## src/rtl/vp_mode_top.sv

```systemverilog
// vp_mode_top
// Runtime-selectable pixel-mode engine between the RGB444 camera stream and
// the frame-buffer writer. Each pixel is converted to a DW-bit value using
// grayscale, binary threshold, inverted grayscale or max-channel mode. Mode
// and threshold are latched on the first pixel of each frame so a frame is
// never mixed-mode. Two-stage pipeline with ready/valid on both sides.
//
// Parameters
//   DW  output pixel width (4..8)
//   RL  pixels per row
//   NR  rows per frame
// Ports
//   i_clk         clock
//   i_rstn        asynchronous active-low reset
//   i_mode        requested mode (0 gray, 1 threshold, 2 inverted, 3 max)
//   i_threshold   requested binary threshold
//   o_data_ready  stage accepts an input beat
//   i_data_valid  input beat valid
//   i_data        RGB444 pixel {R,G,B}
//   i_data_ready  downstream accepts an output beat
//   o_data_valid  output beat valid
//   o_data        processed pixel
//   o_sof         first pixel of a frame
//   o_eol         last pixel of a row
//   o_mode        mode currently applied
module vp_mode_top #(
  parameter int DW = 8,
  parameter int RL = 640,
  parameter int NR = 480
) (
  input  logic          i_clk,
  input  logic          i_rstn,
  input  logic [1:0]    i_mode,
  input  logic [7:0]    i_threshold,
  output logic          o_data_ready,
  input  logic          i_data_valid,
  input  logic [11:0]   i_data,
  input  logic          i_data_ready,
  output logic          o_data_valid,
  output logic [DW-1:0] o_data,
  output logic          o_sof,
  output logic          o_eol,
  output logic [1:0]    o_mode
);

  localparam int CW = (RL > 1) ? $clog2(RL) : 1;
  localparam int RW = (NR > 1) ? $clog2(NR) : 1;

  typedef enum logic [1:0] {
    MODE_GRAY = 2'd0,
    MODE_THR  = 2'd1,
    MODE_INV  = 2'd2,
    MODE_MAX  = 2'd3
  } mode_e;

  // Frame position and per-frame latched controls
  logic [CW-1:0] col_q;
  logic [RW-1:0] row_q;
  mode_e         mode_q;
  logic [7:0]    thr_q;

  // Stage 1 registers
  logic          s1_valid_q;
  logic [7:0]    s1_gray_q;
  logic [3:0]    s1_max_q;
  mode_e         s1_mode_q;
  logic [7:0]    s1_thr_q;
  logic          s1_sof_q;
  logic          s1_eol_q;

  // Handshake
  logic advance;
  logic accept;

  assign advance      = !o_data_valid || i_data_ready;
  assign o_data_ready = advance;
  assign accept       = i_data_valid && advance;

  // Frame position decode
  logic first_px;
  logic last_col;
  logic last_row;

  assign first_px = (col_q == '0) && (row_q == '0);
  assign last_col = (col_q == CW'(RL - 1));
  assign last_row = (row_q == RW'(NR - 1));

  // The SOF beat must already use the newly requested controls, so bypass
  // the latch on that beat instead of waiting a cycle for mode_q/thr_q.
  mode_e      eff_mode;
  logic [7:0] eff_thr;

  assign eff_mode = first_px ? mode_e'(i_mode) : mode_q;
  assign eff_thr  = first_px ? i_threshold     : thr_q;

  // Stage 1 arithmetic
  logic [3:0] px_r, px_g, px_b;
  logic [7:0] sum;
  logic [7:0] gray_d;
  logic [3:0] max_d;

  assign px_r = i_data[11:8];
  assign px_g = i_data[7:4];
  assign px_b = i_data[3:0];

  // 5R + 9G + 2B peaks at 240, and adding sum>>4 peaks at 255: 8 bits suffice.
  assign sum    = (8'(px_r) * 8'd5) + (8'(px_g) * 8'd9) + (8'(px_b) * 8'd2);
  assign gray_d = sum + {4'b0000, sum[7:4]};

  always_comb begin
    max_d = px_r;
    if (px_g > max_d) max_d = px_g;
    if (px_b > max_d) max_d = px_b;
  end

  // Stage 2 mode selection
  logic [DW-1:0] data_d;
  logic [7:0]    max8;

  always_comb begin
    data_d = '0;
    max8   = {s1_max_q, s1_max_q};
    case (s1_mode_q)
      MODE_GRAY: data_d = s1_gray_q[7 -: DW];
      MODE_THR:  data_d = (s1_gray_q >= s1_thr_q) ? '1 : '0;
      MODE_INV:  data_d = ~s1_gray_q[7 -: DW];
      MODE_MAX:  data_d = max8[7 -: DW];
      default:   data_d = '0;
    endcase
  end

  // Frame counters and control latch
  always_ff @(posedge i_clk or negedge i_rstn) begin
    if (!i_rstn) begin
      col_q  <= '0;
      row_q  <= '0;
      mode_q <= MODE_GRAY;
      thr_q  <= '0;
    end else if (accept) begin
      if (first_px) begin
        mode_q <= mode_e'(i_mode);
        thr_q  <= i_threshold;
      end
      if (last_col) begin
        col_q <= '0;
        row_q <= last_row ? '0 : row_q + 1'b1;
      end else begin
        col_q <= col_q + 1'b1;
      end
    end
  end

  // Pipeline: both stages move together on advance; bubbles travel as
  // cleared valid bits.
  always_ff @(posedge i_clk or negedge i_rstn) begin
    if (!i_rstn) begin
      s1_valid_q   <= 1'b0;
      s1_gray_q    <= '0;
      s1_max_q     <= '0;
      s1_mode_q    <= MODE_GRAY;
      s1_thr_q     <= '0;
      s1_sof_q     <= 1'b0;
      s1_eol_q     <= 1'b0;
      o_data_valid <= 1'b0;
      o_data       <= '0;
      o_sof        <= 1'b0;
      o_eol        <= 1'b0;
    end else if (advance) begin
      s1_valid_q   <= i_data_valid;
      s1_gray_q    <= gray_d;
      s1_max_q     <= max_d;
      s1_mode_q    <= eff_mode;
      s1_thr_q     <= eff_thr;
      s1_sof_q     <= first_px;
      s1_eol_q     <= last_col;
      o_data_valid <= s1_valid_q;
      o_data       <= data_d;
      o_sof        <= s1_sof_q;
      o_eol        <= s1_eol_q;
    end
  end

  assign o_mode = mode_q;

endmodule

```

## config.mk

```make
export PLATFORM = sky130hd
export DESIGN_NAME = vp_mode_top
export DESIGN_NICKNAME = d
export VERILOG_FILES = /design/src/rtl/vp_mode_top.sv
export SDC_FILE = /design/constraint.sdc
export NUM_CORES = 1
export LEC_CHECK = 0
export ABC_AREA = 1
export BUFFER_PORTS_ARGS = -buffer_cell sky130_fd_sc_hd__buf_2
export CELL_PAD_IN_SITES_DETAIL_PLACEMENT = 0
export CELL_PAD_IN_SITES_GLOBAL_PLACEMENT = 1
export CORE_UTILIZATION = 40
export DETAILED_ROUTE_END_ITERATION = 6
export PLACE_DENSITY_LB_ADDON = 0.1
export SYNTH_ARGS = -nofsm -noshare
export SYNTH_HDL_FRONTEND = slang
export SYNTH_SLANG_ARGS = --single-unit
```

## constraint.sdc

```tcl
create_clock -name i_clk -period 1.4 [get_ports i_clk]
set_input_delay 0.07 -clock i_clk [delete_from_list [all_inputs] [get_ports i_clk]]
set_output_delay 0.07 -clock i_clk [all_outputs]
set_load 0.05 [all_outputs]
```

**Word-level counts from Yosys, hierarchy flattened**

Cells that the tools add are included.

- Flip-flop bits (word level): 65
- Output and inout bits: 14
- Logic and storage cells: 47

- Add/subtract/negate cells: 5
- Multiply operators: 2
- $lt $le $gt $ge: 3
- Equal/unequal tests: 5
- Muxes and demuxes: 8
- Bitwise operators: 1
- Reduce and logical (&&, ||, !) cells: 8

Operator list:

| operator | number |
|---|---|
| 8-bit one-hot mux with 4 select lines | 1 |
| 8-bit 2-to-1 mux | 2 |
| 10-bit by 1-bit adder with 10-bit output, second input constant | 1 |
| 10-bit equality test, second input constant | 1 |
| 10-bit zero test | 1 |
| 10-bit 2-to-1 mux | 1 |
| 9-bit by 1-bit adder with 9-bit output, second input constant | 1 |
| 9-bit equality test, second input constant | 1 |
| 9-bit zero test | 1 |
| 9-bit 2-to-1 mux | 1 |
| 7-bit by 8-bit adder with 8-bit output | 1 |
| 8-bit by 4-bit adder with 8-bit output | 1 |
| 8-bit by 5-bit adder with 8-bit output | 1 |
| 8-bit greater-or-equal comparator | 1 |
| 4-bit > comparator | 2 |
| 4-bit by 4-bit multiplier with 8-bit output, second input constant | 1 |
| 4-bit 2-to-1 mux | 2 |
| 8-bit NOT | 1 |
| 4-bit by 3-bit multiplier with 7-bit output, second input constant | 1 |
| 2-bit equality test, second input constant | 2 |
| 2-bit by 1-bit equality test with 1-bit output, second input constant | 1 |
| 1-bit logical AND | 2 |
| 2-bit zero test | 1 |
| 2-bit 2-to-1 mux | 1 |
| 3 further kinds | 3 |

**Longest topological paths before layout**

Gate-level depths: netlist of the first run.

- Depth after elaboration: 4
- Gate-level depth with buffers: 27
- Depth with buffers taken out: 27

**Least setup slack after synthesis of the first run**

Ideal clock, no wire load.

- Kind: in2reg
- Start point: input i_data[7]
- End point: register s1_gray_q[7]
- Arrival: 3.410 ns
- Data required time: 1.278 ns
- Slack: -2.132 ns
- Stages: 25
- Path through: ha_1 ha_1 inv_1 fa_1 fa_1 inv_1 ha_1 inv_1 nand2_1 nand3_1 nand2_1 nand2_1 nand2_1 xor2_1 inv_1 ha_1 inv_1 nor2_1 inv_1 nor2_1 nand3_1 nand2_1 nand2_1 nand3_1 nand2_1

- Word-level cells in the longest chain between the ends: 4

RTL lines:

| what | RTL line | RTL |
|---|---|---|
| start, declared | 37 | `input logic [11:0] i_data,` |
| 4-bit by 4-bit multiplier with 8-bit output | 107 | `assign sum = (8'(px_r) * 8'd5) + (8'(px_g) * 8'd9) + (8'(px_b) * 8'd2);` |
| 7-bit by 8-bit adder with 8-bit output | 107 |  |
| 8-bit by 5-bit adder with 8-bit output | 107 |  |
| 8-bit by 4-bit adder with 8-bit output | 108 | `assign gray_d = sum + {4'b0000, sum[7:4]};` |
| end signal, assigned | 170 | `s1_gray_q <= gray_d;` |
| end, declared | 64 | `logic [7:0] s1_gray_q;` |

No other way between the ends.
A chain may end at the register's enable or synchronous reset.

**Worst setup path in the final report of the first run**

- Start point: input i_data[6]
- End point: register s1_gray_q[7]

Same word-level chain as after synthesis.

==> flow_summary.json, run 1 <==
{
  "drtIter0Drc": 168,
  "power_frac_comb_pct": 59.9,
  "slew_violations": 0,
  "utilization_pct": 63.93,
  "worstPathMaxFanout": 4,
  "reg2reg_depth": 10,
  "drcViolationCount": 0,
  "drt-pass1-iter-count": 4,
  "startpoint": "i_data[6]",
  "most-common-layout-cells": "nand2_1, buf_4, inv_1, dfrtp_1",
  "fillers": 922,
  "antenna_found_initial": 0,
  "die_h_um": 107.8,
  "htree_levels": 3,
  "portBuffers": 39,
  "final.setup.worst_slack_ns": -1.893,
  "netlist_instances": 589,
  "drive_gt1_share_pct": 46.59,
  "maxCapViolCount": 0,
  "diodes": 0,
  "p_leak_nw": 3.417,
  "cp_common_cell": "nand2_1",
  "finalCritPeriodShare_pct": 235.2,
  "yosysSeqAreaShare_pct": 36.35,
  "min_path_type": "in2reg",
  "die_x_um": 107.8,
  "power_switching_w": 0.004494,
  "finalSetupViolCount": 59,
  "r2r-start": "col_q[0]",
  "yosysTopAreaCell": "dfrtp_1",
  "area_delta_synth_final_pct": 55.56,
  "status": "finished with violations",
  "vias_per_cell": 4.837,
  "cts_buffers": 9,
  "r2r-end": "s1_thr_q[1]",
  "final_common_cell": "nand2_1",
  "ff_latch_area_sq_mm": 0.001629,
  "rsz0062_at_grt": "true",
  "wl_per_cell_um": 13.48,
  "r2r_slack_ns": -0.40,
  "row_count": 38,
  "coreArea_sq_mm": 0.01089,
  "skew_ns": 0.008933,
  "swShare_pct": 44.04,
  "relSlewSlack_pct": 68.14,
  "wl_um": 11960,
  "tightest_slew_ns": 0.4779,
  "cts.sinks": 65,
  "crit_required_ns": 1.64,
  "worstSkewPairLatency_ns": 0.35,
  "dp_slack_ns": -2.266,
  "path_class": "in2reg",
  "cpPeakStageDelay_ns": 0.53,
  "yosys-top-cells-area": "dfrtp_1, nand2_1, ha_1, inv_1, o21ai_0",
  "crit_path_start_kind": "primary input",
  "place.gp.congestion": 0.8436,
  "grt_usage_pct": 21.15,
  "die_area_sq_mm": 0.01161,
  "final_area_sq_mm": 0.006960,
  "dpl_cell_area_sq_mm": 0.005654,
  "yosysWarnings": 0,
  "multi_input_area_sq_mm": 0.003218,
  "fmax_mhz": 303.7,
  "path_clk_slew_ns": 0.08,
  "worst_path_max_delay_cell": "fa_1",
  "fin_nets": 818,
  "crit_path_end_kind": "register",
  "irDropWorstVdd_mv": 0.8846,
  "io-pin-count": 40,
  "synth_top_area_share_pct": 36.35,
  "vias": 4290,
  "grt_max_degree": 66,
  "period_needed_ns": 3.293,
  "syn_avg_cell_area_sq_um": 7.596,
  "p_total_w": 0.01020,
  "cts_tree": "done",
  "cts-root-buf": "clkbuf_8",
  "syn_nets": 665,
  "clockBufferDepth": 2,
  "synth_area_sq_mm": 0.004474,
  "p_int_w": 0.005709,
  "p_clk_share_pct": 14.6,
  "grt_pass1_vias": 4231,
  "grt_pass1_wl_um": 19180,
  "start_util_pct": 41.09,
  "place_hpwl_um": 7981,
  "seqPwrFrac_pct": 25.5,
  "powerDensity_mw_per_mm2": 1466,
  "ys_seq_elements": 65,
  "cp.arrival_ns": 3.53,
  "ant_nets": 0,
  "min_delay_worst_endpoint": "s1_thr_q[2]",
  "failed_checks": "negative setup slack",
  "synth.distinct_cells": 33,
  "worst_hold_path.num_cells": 3,
  "hold_viol_final": 0,
  "hp-start": "i_threshold[2]",
  "grt_overflow_total": 0
}
==> sequential cells by signal (all words and copies together) (netlist names) <==
| name | cells |
|---|---|
| o_sof | 1 |
| o_mode | 2 |
| row_q | 9 |
| col_q | 10 |
| s1_valid_q | 1 |
| s1_eol_q | 1 |
| s1_mode_q | 2 |
| thr_q | 8 |
| o_eol | 1 |
| s1_gray_q | 8 |
| s1_max_q | 4 |
| o_data_valid | 1 |
| s1_sof_q | 1 |
| o_data | 8 |
| s1_thr_q | 8 |
==> worst max path at each step <==
stage               cells past startpoint           end
finish                                 28  s1_gray_q[7]
global route                           26  s1_gray_q[7]
CTS                                    28  s1_gray_q[7]
detailed placement                     28  s1_gray_q[7]
global placement                       28  s1_gray_q[7]
floorplan                              25  s1_gray_q[7]
==> power groups by stage <==
stage               Sequential [W]  Combinational (W)  Clock, W
floorplan                  0.00297            0.00248         0
global placement           0.00257            0.00449         0
detailed placement         0.00258            0.00456         0
CTS                        0.00258            0.00547   0.00153
global route               0.00265            0.00672   0.00161
finish                     0.00260            0.00611   0.00149
==> area by class of cell <==
| type | count | share of cell area [%] |
|---|---|---|
| sequential | 65 | 23.40 |
| inverter | 111 | 6.489 |
| multi-input combinational | 399 | 46.23 |
| clock buffer | 10 | 1.977 |
| clock inverter | 6 | 0.5932 |
| timing repair buffer | 156 | 18.78 |
| tap | 140 | 2.517 |
==> worst max-delay path, delay by kind of cell <==
| kind | cells | cell delay (ns) |
|---|---|---|
| fa+ha+maj | 6 | 1.96 |
| simple gates | 13 | 0.88 |
| buf+inv | 8 | 0.46 |
| xor+xnor | 1 | 0.17 |
==> through the flow <==
stage | hold slack (ns) | cells | TNS, ns
after detailed placement | 0.1177 | 844 | -29.28
after floorplan | -0.2256 | 589 | -18.23
after CTS | 0.005315 | 883 | -24.15
final | 0.01178 | 887 | -26.55
after global routing | 0.001596 | 887 | -32.09
after global placement | 0.1152 | 844 | -28.31
==> synth_stat cells <==
cell / number
nor2_2: 1
buf_6: 1
o21a_1: 1
nor2_1: 26
buf_2: 2
a21oi_1: 34
nand3_1: 36
nor4_4: 2
nor4_1: 2
clkbuf_1: 11
o21ai_1: 10
ha_1: 42
fa_1: 8
o31ai_1: 1
nor3_4: 2
o31ai_2: 1
nand3b_1: 1
xor2_1: 4
o211ai_1: 3
nor3_1: 8
nand2_1: 153
nand2_4: 1
dfrtp_1: 65
nor3_2: 3
nand4_1: 9
inv_2: 4
nand2_2: 2
o2111ai_1: 1
o21ai_0: 44
nand3_2: 1
inv_1: 107
nor3b_2: 1
nor2_4: 2
==> cells by family after synthesis <==
group | share of synthesized area (%)
xor gates and xnor gates | 0.7829
and+or+nand+nor | 25.67
DFF | 36.35
AOI/OAI and AO/OA | 11.16
adders and majority gates | 15.32
buffers and inverters | 10.71
==> metal layers <==
| layer | vias up | global-route usage [%] | share of wire [%] |
|---|---|---|---|
| met2 | 76 | 36.36 | 51 |
| met1 | 2008 | 26.37 | 44 |
| met4 | 0 | 6.751 | 1.1 |
| met3 | 14 | 4.358 | 3.3 |
| li1 | 2192 | - | - |
| met5 | - | 0 | 0 |
==> repair_timing <==
item | in CTS | in global routing
endpoints found under the hold margin | 66 | 0
gates cloned | 3 | 1
pin swaps | 53 | 53
gates resized for setup | 168 | 76
setup endpoints to repair | 59 | 62
hold buffers | 2 | 0
setup buffers | 18 | 8
Note: power is estimated with default switching activity, not from simulation.
==> inputs of run 2 (changes only) <==
--- a/config.mk
+++ b/config.mk
@@ -15,3 +15,4 @@
 export SYNTH_ARGS = -nofsm -noshare
 export SYNTH_HDL_FRONTEND = slang
 export SYNTH_SLANG_ARGS = --single-unit
+export TNS_END_PERCENT = 50
==> constraint.sdc (replaced) <==
create_clock -name i_clk -period 3 [get_ports i_clk]
set_input_delay 0.15 -clock i_clk [delete_from_list [all_inputs] [get_ports i_clk]]
set_output_delay 0.15 -clock i_clk [all_outputs]
set_load 0.05 [all_outputs]
==> flow_summary.json, run 2 (synthesized netlist as in run 1, its figures left out) <==
{
  "grt_usage_pct": 18.94,
  "antenna_found_initial": 0,
  "vias_per_cell": 4.791,
  "diodes": 0,
  "wl_um": 10010,
  "row_count": 38,
  "start_util_pct": 41.09,
  "irDropWorstVdd_mv": 0.3811,
  "relSlewSlack_pct": 44.13,
  "clockBufferDepth": 2,
  "cts.sinks": 65,
  "worstSkewPairLatency_ns": 0.35,
  "grt_pass1_vias": 3786,
  "place.gp.congestion": 0.8035,
  "drtIter0Drc": 196,
  "skew_ns": 0.005615,
  "failed_checks": "negative hold slack, negative setup slack",
  "hold_viol_final": 14,
  "ctsHoldBuffers": 0,
  "min_path_type": "in2async",
  "fin_nets": 745,
  "cpPeakStageDelay_ns": 0.53,
  "final_common_cell": "nand2_1",
  "finalSetupViolCount": 5,
  "die_h_um": 107.8,
  "grt_overflow_total": 0,
  "path_class": "in2reg",
  "drcViolationCount": 0,
  "ant_nets": 0,
  "cp_common_cell": "nand2_1",
  "cts_buffers": 9,
  "fillers": 1084,
  "rsz0062_at_grt": "true",
  "regMostFlops": "col_q",
  "portBuffers": 39,
  "slew_violations": 0,
  "die_area_sq_mm": 0.01161,
  "multi_input_area_sq_mm": 0.002527,
  "grt_max_degree": 66,
  "fmax_mhz": 307.5,
  "tns_ns": -0.9029,
  "io-pin-count": 40,
  "path_clk_slew_ns": 0.07,
  "fin_hold_ws_ns": -0.02873,
  "htree_levels": 3,
  "dp_slack_ns": -0.7363,
  "largest_reg_flops": 10,
  "coreArea_sq_mm": 0.01089,
  "most-common-layout-cells": "nand2_1, inv_1, dfrtp_1, buf_4, o21ai_0",
  "finalCritPeriodShare_pct": 108.4,
  "final.setup.worst_slack_ns": -0.2525,
  "cts_tree": "done",
  "drive_gt1_share_pct": 22.73,
  "powerDensity_mw_per_mm2": 744.4,
  "die_x_um": 107.8,
  "p_leak_nw": 2.891,
  "grt_pass1_wl_um": 17290,
  "worstPathMaxFanout": 4,
  "period_needed_ns": 3.253,
  "cts-root-buf": "clkbuf_8",
  "tightest_slew_ns": 0.8380,
  "drt-pass1-iter-count": 4,
  "critPathTopFamily": "adder cells",
  "cp.arrival_ns": 3.49,
  "crit_path_start_kind": "primary input",
  "crit_required_ns": 3.24,
  "ff_latch_area_sq_mm": 0.001627,
  "crit_path_end_kind": "register",
  "maxCapViolCount": 0,
  "place_hpwl_um": 7605,
  "vias": 3895,
  "wl_per_cell_um": 12.31,
  "worst-path-buf-inv": 7,
  "status": "finished with violations",
  "top_regs": "col_q (10), row_q (9)",
  "worst_path_max_delay_cell": "fa_1",
  "area_delta_synth_final_pct": 23.07
}
[run 2: final timing paths]
check	from	to	slack [ns]	cells past startpoint
min	i_rstn	o_data[0]	-0.03	2
max in group asynchronous	i_rstn	row_q[0]	2.47	2
max reg2reg	o_data_valid	row_q[7]	1.08	11
max	i_data[7]	s1_gray_q[7]	-0.25	26
min in group i_clk	i_threshold[6]	thr_q[6]	0.11	3
min reg2reg	s1_valid_q	o_data_valid	0.46	2
[run 2: repair_timing]
action,4_1_cts,5_1_grt
pin swaps,12,8
setup buffers,4,3
setup endpoints to repair,7,7
gates resized for setup,18,12
[run 2: metal layers]
metal	vias to the layer above	track usage, %	routed length (um)
met5	-	0	0
met4	0	4.110	96
met3	7	4.358	291
met2	52	32.05	4732
met1	1801	24.49	4888
li1	2035	-	-
[run 2: area by class of cell]
class / instances / area share [%]
Clock buffer: 10 / 2.499
Clock inverter: 5 / 1.431
Sequential cell: 65 / 29.54
Multi-Input combinational cell: 399 / 45.90
Tap cell: 140 / 3.181
Timing Repair Buffer: 83 / 9.839
Inverter: 111 / 7.612
[run 2: power by group]
part           total, W  internal (W)  switching [W]
logic           0.00206      0.000837        0.00122
registers       0.00121       0.00107       0.000147
clock network  0.000825      0.000486       0.000339
total           0.00410       0.00239        0.00171
[run 2: through the flow]
| step | total power [W] | utilization, % | cell area [sq um] | hold slack, ns | instances |
|---|---|---|---|---|---|
| final | 0.004099 | 50.57 | 5507 | -0.02873 | 813 |
| after global routing | 0.004478 | 50.57 | 5507 | 0.03191 | 813 |
| after CTS | 0.004077 | 49.89 | 5431 | 0.007781 | 810 |
| after detailed placement | 0.003129 | 47.01 | 5119 | 0.3893 | 791 |
| after global placement | 0.003094 | 47.01 | 5119 | 0.3900 | 791 |
| after floorplan | 0.002506 | - | 4528 | -0.1456 | 589 |
